**src/rtl/pipe_pkg.sv**
```systemverilog
// Shared pipeline constants and types for the register file and scoreboard.
package pipe_pkg;

   localparam int unsigned NUM_REGS = 32;
   localparam int unsigned DATA_W   = 32;
   localparam int unsigned ADDR_W   = 5;

   typedef logic [ADDR_W-1:0]   reg_idx_t;
   typedef logic [DATA_W-1:0]   word_t;
   typedef logic [NUM_REGS-1:0] reg_mask_t;

   function automatic reg_mask_t idx_onehot(reg_idx_t idx);
      return reg_mask_t'(1) << idx;
   endfunction

endpackage

```
**src/rtl/regfile_scoreboard_if.sv**
```systemverilog
// Decode/writeback bundle for the register file; master = pipeline, slave = regfile_scoreboard.
interface regfile_scoreboard_if;
   import pipe_pkg::*;

   logic      wb_we;
   reg_idx_t  wb_addr;
   word_t     wb_data;
   reg_idx_t  rs1_addr;
   reg_idx_t  rs2_addr;
   word_t     rs1_data;
   word_t     rs2_data;
   logic      iss_valid;
   logic      iss_rs1_used;
   logic      iss_rs2_used;
   logic      iss_rd_we;
   reg_idx_t  iss_rd;
   logic      iss_ready;
   logic      flush;
   reg_mask_t busy_vec;

   modport master (
      output wb_we, wb_addr, wb_data, rs1_addr, rs2_addr,
      output iss_valid, iss_rs1_used, iss_rs2_used, iss_rd_we, iss_rd, flush,
      input  rs1_data, rs2_data, iss_ready, busy_vec
   );

   modport slave (
      input  wb_we, wb_addr, wb_data, rs1_addr, rs2_addr,
      input  iss_valid, iss_rs1_used, iss_rs2_used, iss_rd_we, iss_rd, flush,
      output rs1_data, rs2_data, iss_ready, busy_vec
   );

endinterface

```
**src/rtl/regfile_array.sv**
```systemverilog
// GPR storage: one write port, two combinational read ports, register 0 reads as zero.
module regfile_array
   import pipe_pkg::*;
(
   input  logic     clk,
   input  logic     rst_n,
   input  logic     we,
   input  reg_idx_t waddr,
   input  word_t    wdata,
   input  reg_idx_t raddr1,
   input  reg_idx_t raddr2,
   output word_t    rdata1,
   output word_t    rdata2
);

   word_t regs_q [NUM_REGS];

   always_ff @(posedge clk) begin
      if (!rst_n) begin
         for (int i = 0; i < NUM_REGS; i++) begin
            regs_q[i] <= '0;
         end
      end else if (we && waddr != '0) begin
         regs_q[waddr] <= wdata;
      end
   end

   assign rdata1 = (raddr1 == '0) ? '0 : regs_q[raddr1];
   assign rdata2 = (raddr2 == '0) ? '0 : regs_q[raddr2];

endmodule

```
**src/rtl/regfile_scoreboard.sv**
```systemverilog
// Register file read side with busy scoreboard and RAW/WAW issue stall.
// Define REGFILE_BYPASS_EN to forward writeback data/release busy in the writeback cycle.
module regfile_scoreboard
   import pipe_pkg::*;
(
   input  logic                 clk,
   input  logic                 rst_n,
   regfile_scoreboard_if.slave  bus
);

`ifdef REGFILE_BYPASS_EN
   localparam bit Bypass = 1'b1;
`else
   localparam bit Bypass = 1'b0;
`endif

   word_t     arr_rs1;
   word_t     arr_rs2;
   reg_mask_t busy_q;
   reg_mask_t busy_d;
   reg_mask_t wb_release;
   reg_mask_t busy_eff;
   logic      fwd1;
   logic      fwd2;
   logic      h1;
   logic      h2;
   logic      hw;
   logic      ready;
   logic      fire;

   regfile_array u_array (
      .clk    (clk),
      .rst_n  (rst_n),
      .we     (bus.wb_we),
      .waddr  (bus.wb_addr),
      .wdata  (bus.wb_data),
      .raddr1 (bus.rs1_addr),
      .raddr2 (bus.rs2_addr),
      .rdata1 (arr_rs1),
      .rdata2 (arr_rs2)
   );

   assign fwd1 = Bypass && bus.wb_we && bus.wb_addr == bus.rs1_addr && bus.rs1_addr != '0;
   assign fwd2 = Bypass && bus.wb_we && bus.wb_addr == bus.rs2_addr && bus.rs2_addr != '0;

   // Outputs are forced quiet while reset is held, before storage has been cleared.
   assign bus.rs1_data = !rst_n ? '0 : (fwd1 ? bus.wb_data : arr_rs1);
   assign bus.rs2_data = !rst_n ? '0 : (fwd2 ? bus.wb_data : arr_rs2);

   assign wb_release = (Bypass && bus.wb_we) ? idx_onehot(bus.wb_addr) : '0;
   assign busy_eff   = busy_q & ~wb_release;

   assign h1 = bus.iss_rs1_used && bus.rs1_addr != '0 && busy_eff[bus.rs1_addr];
   assign h2 = bus.iss_rs2_used && bus.rs2_addr != '0 && busy_eff[bus.rs2_addr];
   assign hw = bus.iss_rd_we && bus.iss_rd != '0 && busy_eff[bus.iss_rd];

   assign ready         = !rst_n || !(bus.iss_valid && (h1 || h2 || hw));
   assign fire          = bus.iss_valid && ready;
   assign bus.iss_ready = ready;
   assign bus.busy_vec  = busy_q;

   // Clear from writeback first so a same-cycle issue to that index wins.
   always_comb begin
      busy_d = busy_q;
      if (bus.flush) begin
         busy_d = '0;
      end else begin
         if (bus.wb_we) begin
            busy_d[bus.wb_addr] = 1'b0;
         end
         if (fire && bus.iss_rd_we && bus.iss_rd != '0) begin
            busy_d[bus.iss_rd] = 1'b1;
         end
      end
      busy_d[0] = 1'b0;
   end

   always_ff @(posedge clk) begin
      if (!rst_n) begin
         busy_q <= '0;
      end else begin
         busy_q <= busy_d;
      end
   end

endmodule

```
**src/flat_wrapper.sv**
```systemverilog
// flat-port wrapper written by rule: the top's interface ports become plain ports
module regfile_scoreboard_flat import pipe_pkg::*;
  (clk, rst_n, bus_wb_we, bus_wb_addr, bus_wb_data, bus_rs1_addr, bus_rs2_addr, bus_iss_valid, bus_iss_rs1_used, bus_iss_rs2_used, bus_iss_rd_we, bus_iss_rd, bus_flush, bus_rs1_data, bus_rs2_data, bus_iss_ready, bus_busy_vec);
  regfile_scoreboard_if bus_i ();
  input  logic clk;
  input  logic rst_n;
  input wire logic [$bits(bus_i.wb_we)-1:0] bus_wb_we;
  input wire logic [$bits(bus_i.wb_addr)-1:0] bus_wb_addr;
  input wire logic [$bits(bus_i.wb_data)-1:0] bus_wb_data;
  input wire logic [$bits(bus_i.rs1_addr)-1:0] bus_rs1_addr;
  input wire logic [$bits(bus_i.rs2_addr)-1:0] bus_rs2_addr;
  input wire logic [$bits(bus_i.iss_valid)-1:0] bus_iss_valid;
  input wire logic [$bits(bus_i.iss_rs1_used)-1:0] bus_iss_rs1_used;
  input wire logic [$bits(bus_i.iss_rs2_used)-1:0] bus_iss_rs2_used;
  input wire logic [$bits(bus_i.iss_rd_we)-1:0] bus_iss_rd_we;
  input wire logic [$bits(bus_i.iss_rd)-1:0] bus_iss_rd;
  input wire logic [$bits(bus_i.flush)-1:0] bus_flush;
  output wire logic [$bits(bus_i.rs1_data)-1:0] bus_rs1_data;
  output wire logic [$bits(bus_i.rs2_data)-1:0] bus_rs2_data;
  output wire logic [$bits(bus_i.iss_ready)-1:0] bus_iss_ready;
  output wire logic [$bits(bus_i.busy_vec)-1:0] bus_busy_vec;
  assign bus_i.wb_we = bus_wb_we;
  assign bus_i.wb_addr = bus_wb_addr;
  assign bus_i.wb_data = bus_wb_data;
  assign bus_i.rs1_addr = bus_rs1_addr;
  assign bus_i.rs2_addr = bus_rs2_addr;
  assign bus_i.iss_valid = bus_iss_valid;
  assign bus_i.iss_rs1_used = bus_iss_rs1_used;
  assign bus_i.iss_rs2_used = bus_iss_rs2_used;
  assign bus_i.iss_rd_we = bus_iss_rd_we;
  assign bus_i.iss_rd = bus_iss_rd;
  assign bus_i.flush = bus_flush;
  assign bus_rs1_data = bus_i.rs1_data;
  assign bus_rs2_data = bus_i.rs2_data;
  assign bus_iss_ready = bus_i.iss_ready;
  assign bus_busy_vec = bus_i.busy_vec;
  regfile_scoreboard u_core (.clk(clk), .rst_n(rst_n), .bus(bus_i));
endmodule
```
**config.mk**
```make
export PLATFORM = sky130hd
export DESIGN_NAME = regfile_scoreboard_flat
export DESIGN_NICKNAME = d
export VERILOG_FILES = /design/src/rtl/pipe_pkg.sv /design/src/rtl/regfile_scoreboard_if.sv /design/src/rtl/regfile_array.sv /design/src/rtl/regfile_scoreboard.sv /design/src/flat_wrapper.sv
export SDC_FILE = /design/constraint.sdc
export NUM_CORES = 2
export LEC_CHECK = 0
export CAP_MARGIN = 10
export CORE_ASPECT_RATIO = 0.6
export CORE_MARGIN = 10
export CORE_UTILIZATION = 43
export CTS_CLUSTER_SIZE = 40
export DETAILED_ROUTE_END_ITERATION = 10
export GPL_ROUTABILITY_DRIVEN = 0
export PLACE_DENSITY = 0.62
export SLEW_MARGIN = 5
export SYNTH_ARGS = -nofsm -noshare
export SYNTH_HDL_FRONTEND = slang
export SYNTH_SLANG_ARGS = --single-unit
```
**constraint.sdc**
```tcl
create_clock -name clk -period 4.2 [get_ports clk]
set_input_delay 0.63 -clock clk [delete_from_list [all_inputs] [get_ports clk]]
set_output_delay 0.63 -clock clk [all_outputs]
set_load 0.01 [all_outputs]
```
==> results.toml <==
[outcome]
outcome = "completed"

[worst_setup_path]
worst_setup_path_end_kind = "output pin"
r2r-end = "u_core.bus.busy_vec[7]$_SDFF_PP0_"
arrival_ns = 3.46
ff2ff_path_depth = 7
crit_start = "bus_rs2_addr[2]"
worstReg2RegStart = "u_core.bus.busy_vec[12]$_SDFF_PP0_"
required_ns = 3.57
critPathLaunchType = "input pin"
rrSetupSlack_ns = 1.73
worstSetupPathType = "in -> out"
cp-endpoint = "bus_rs2_data[7]"
crit_fanout = 20

[sta]
fin_crit_ns = 4.09
rsz0062_at_grt = "false"
post-route-period-util = 0.975
tightest_slew_ns = 1.19
slew_violations = 0
fmax_ghz = 0.244
fin_ws_ns = 0.107
clock_skew_ns = 0.00804
maxSlewHeadroom = 0.207
hold_slack_ns = 0.554
setup_violations = 0
hold_violations = 0

[synth]
synth_flop_cell = "edfxtp_1"
synth_area_um2 = 56600
syn_area_per_cell_um2 = 15.6
synth_area_leaders = "edfxtp_1 54%, mux4_2 23%, and2_1 11%"
synth_top_area_share = 0.543
synth_cell_type_count = 53
synthArstFlopShare = 0
synth_edf_count = 1024
syn-instance-count = 3626
yosysWarnings = 0
ys_ff_latch = 1055
synth_area_leader_cell = "edfxtp_1"
yosysSeqAreaShare = 0.554

[cells_and_area]
drive_above_1_share = 0.285
syn2layout_area_growth_pct = 15.4
final_nets = 3821
instances_no_fill = 5576
fillers = 10612

[pwr]
p_int_mw = 19.0
power.total_mw = 25.5
power_frac_clock = 0.381
netSwitchingFraction = 0.253
ir_drop_mv = 0.356
p_seq_frac = 0.486
power.switching_mw = 6.46
pwr-share-comb = 0.132
power_density_nw_per_um2 = 390
leakage_nw = 22.2

[placed_design]
placedCellCount = 5374
portBuffers = 155
place_ws_ns = -0.112
dp_hpwl_mm = 130

[detailed_routing]
wl_mm = 206
wl_per_cell_um = 36.9
vias = 36818
ant_nets = 0
viasPerCell = 6.60
drtIter0Drc = 6220
firstDrtPassIters = 8
post-route-drc-count = 0

[global_routing]
grt_max_degree = 74
antenna_found_initial = 30
grtUsageTotal = 0.276
grt_pass1_wl_mm = 286
grt_pass1_vias = 35430
gr-total-overflow = 0

[clock_network]
clkSinkCount = 1055
cts_tree = "yes"
ctsHtreeMaxLevel = 3
cts-root-buf = "clkbuf_16"
path_clk_slew_ns = 0.07
ctsHoldBuffers = 0
numCtsBuffers = 101
cts_buffer_depth = 3
postCtsSetupRepairBufs = 0
worstSkewPairLatency_ns = 0.72

[run]
maxCapViolations = 0

[die]
start_util = 0.436
core-area_um2 = 130000
ioPinCount = 157
die_w_um = 488
die_y_um = 301
dieArea_um2 = 147000
rows = 102

[worst_hold_path]
min_path_type = "in -> reg"
[placed cells by master, fill, tap and decap left out, drive strengths merged, types with 6 or more instances in the layout]
cell              n
edfxtp         1024
and2            992
mux4            571
buf             262
clkdlybuf4s50   144
mux2i           136
clkbuf          111
nor2             77
clkinv           53
o211ai           44
a211oi           33
conb             33
o21ai            33
dfxtp            31
mux2             30
o22ai            27
o41ai            26
nand2            25
a221oi           22
inv              21
diode            17
o221ai           16
bufinv           16
nand2b           15
a21oi            15
nand3            10
nor2b             9
nand3b            7
a211o             7
o31ai             7
or2               6
[cells by family after synthesis]
group,after synthesis,share of synthesized area
AOI/OAI and AO/OA,243,0.0317
buffers and inverters,425,0.0318
DFF,1055,0.554
muxes,737,0.258
other,1,0.0000663
and+or+nand+nor,1165,0.125
[state kept, by name, indices dropped and copies added (netlist names)]
name / count
u_core.bus.busy_vec: 31
u_core.u_array.regs_q: 1024
[power by group through the flow]
stage,Clock (mW),Sequential [mW],Combinational [mW]
2_1_floorplan,0,12.5,1.94
3_3_place_gp,0,12.6,3.31
3_5_place_dp,0,12.6,3.32
4_1_cts,9.78,12.4,3.33
5_1_grt,10.2,12.4,3.49
6_report,9.72,12.4,3.38
[metrics by stage]
stage	utilization	TNS, ns	instance area (um^2)
2_1_floorplan	-	0	56700
3_3_place_gp	0.477	-0.143	61900
3_5_place_dp	0.477	-0.112	61900
4_1_cts	0.503	0	65300
5_1_grt	0.503	0	65300
6_report	0.503	0	65300
[worst max-delay path, stage by stage]
cell	delay (ns)
buf_6	0.16
or3_4	0.46
buf_4	0.33
o221ai_1	0.26
a221oi_1	0.11
buf_4	0.19
a211oi_1	0.52
buf_4	0.21
clkdlybuf4s50_1	0.56
[area by class of cell]
cell class,instances,area (um^2),share of cell area
Clock buffer,111,2590,0.0396
Clock inverter,74,787,0.0120
Antenna cell,17,42.5,0.000651
Timing Repair Buffer,406,4140,0.0634
Inverter,19,72.6,0.00111
Sequential cell,1055,31400,0.480
Multi-Input combinational cell,2178,24200,0.370
Tap cell,1716,2150,0.0329
[synth_stat cells, types with 28 or more instances]
master	instances
a211oi_1	33
and2_1	992
clkbuf_1	289
edfxtp_1	1024
buf_1	28
dfxtp_1	31
mux2i_1	136
o21ai_0	32
nor2_1	77
buf_2	62
mux2_2	30
o211ai_1	44
mux4_2	566
[worst min-delay path by stage]
stage / end / cells after the start / startpoint
floorplan: u_core.bus.busy_vec[5]$_SDFF_PP0_ / 2 / u_core.bus.busy_vec[5]$_SDFF_PP0_
global placement: u_core.bus.busy_vec[4]$_SDFF_PP0_ / 2 / u_core.bus.busy_vec[4]$_SDFF_PP0_
detailed placement: u_core.bus.busy_vec[27]$_SDFF_PP0_ / 2 / u_core.bus.busy_vec[27]$_SDFF_PP0_
CTS: u_core.u_array.regs_q[20][31]$_SDFFCE_PN0P_ / 2 / rst_n
global route: u_core.u_array.regs_q[20][15]$_SDFFCE_PN0P_ / 2 / rst_n
finish: u_core.u_array.regs_q[20][31]$_SDFFCE_PN0P_ / 2 / rst_n
[repair_timing]
item / CTS / global route
endpoints found under the hold margin: 0 / 0
resized for setup: 2 / 3
endpoints found under the setup margin: 1 / 2
pin swaps: 0 / 0
[metal layers]
metal | routed length, um | vias up | global-route usage
li1 | - | 14366 | -
met1 | 85500 | 19211 | 0.415
met3 | 30900 | 324 | 0.101
met5 | 54 | - | 0
met4 | 4920 | 6 | 0.0671
met2 | 84500 | 2911 | 0.375
No activity file was read; power rests on OpenSTA's default activity.
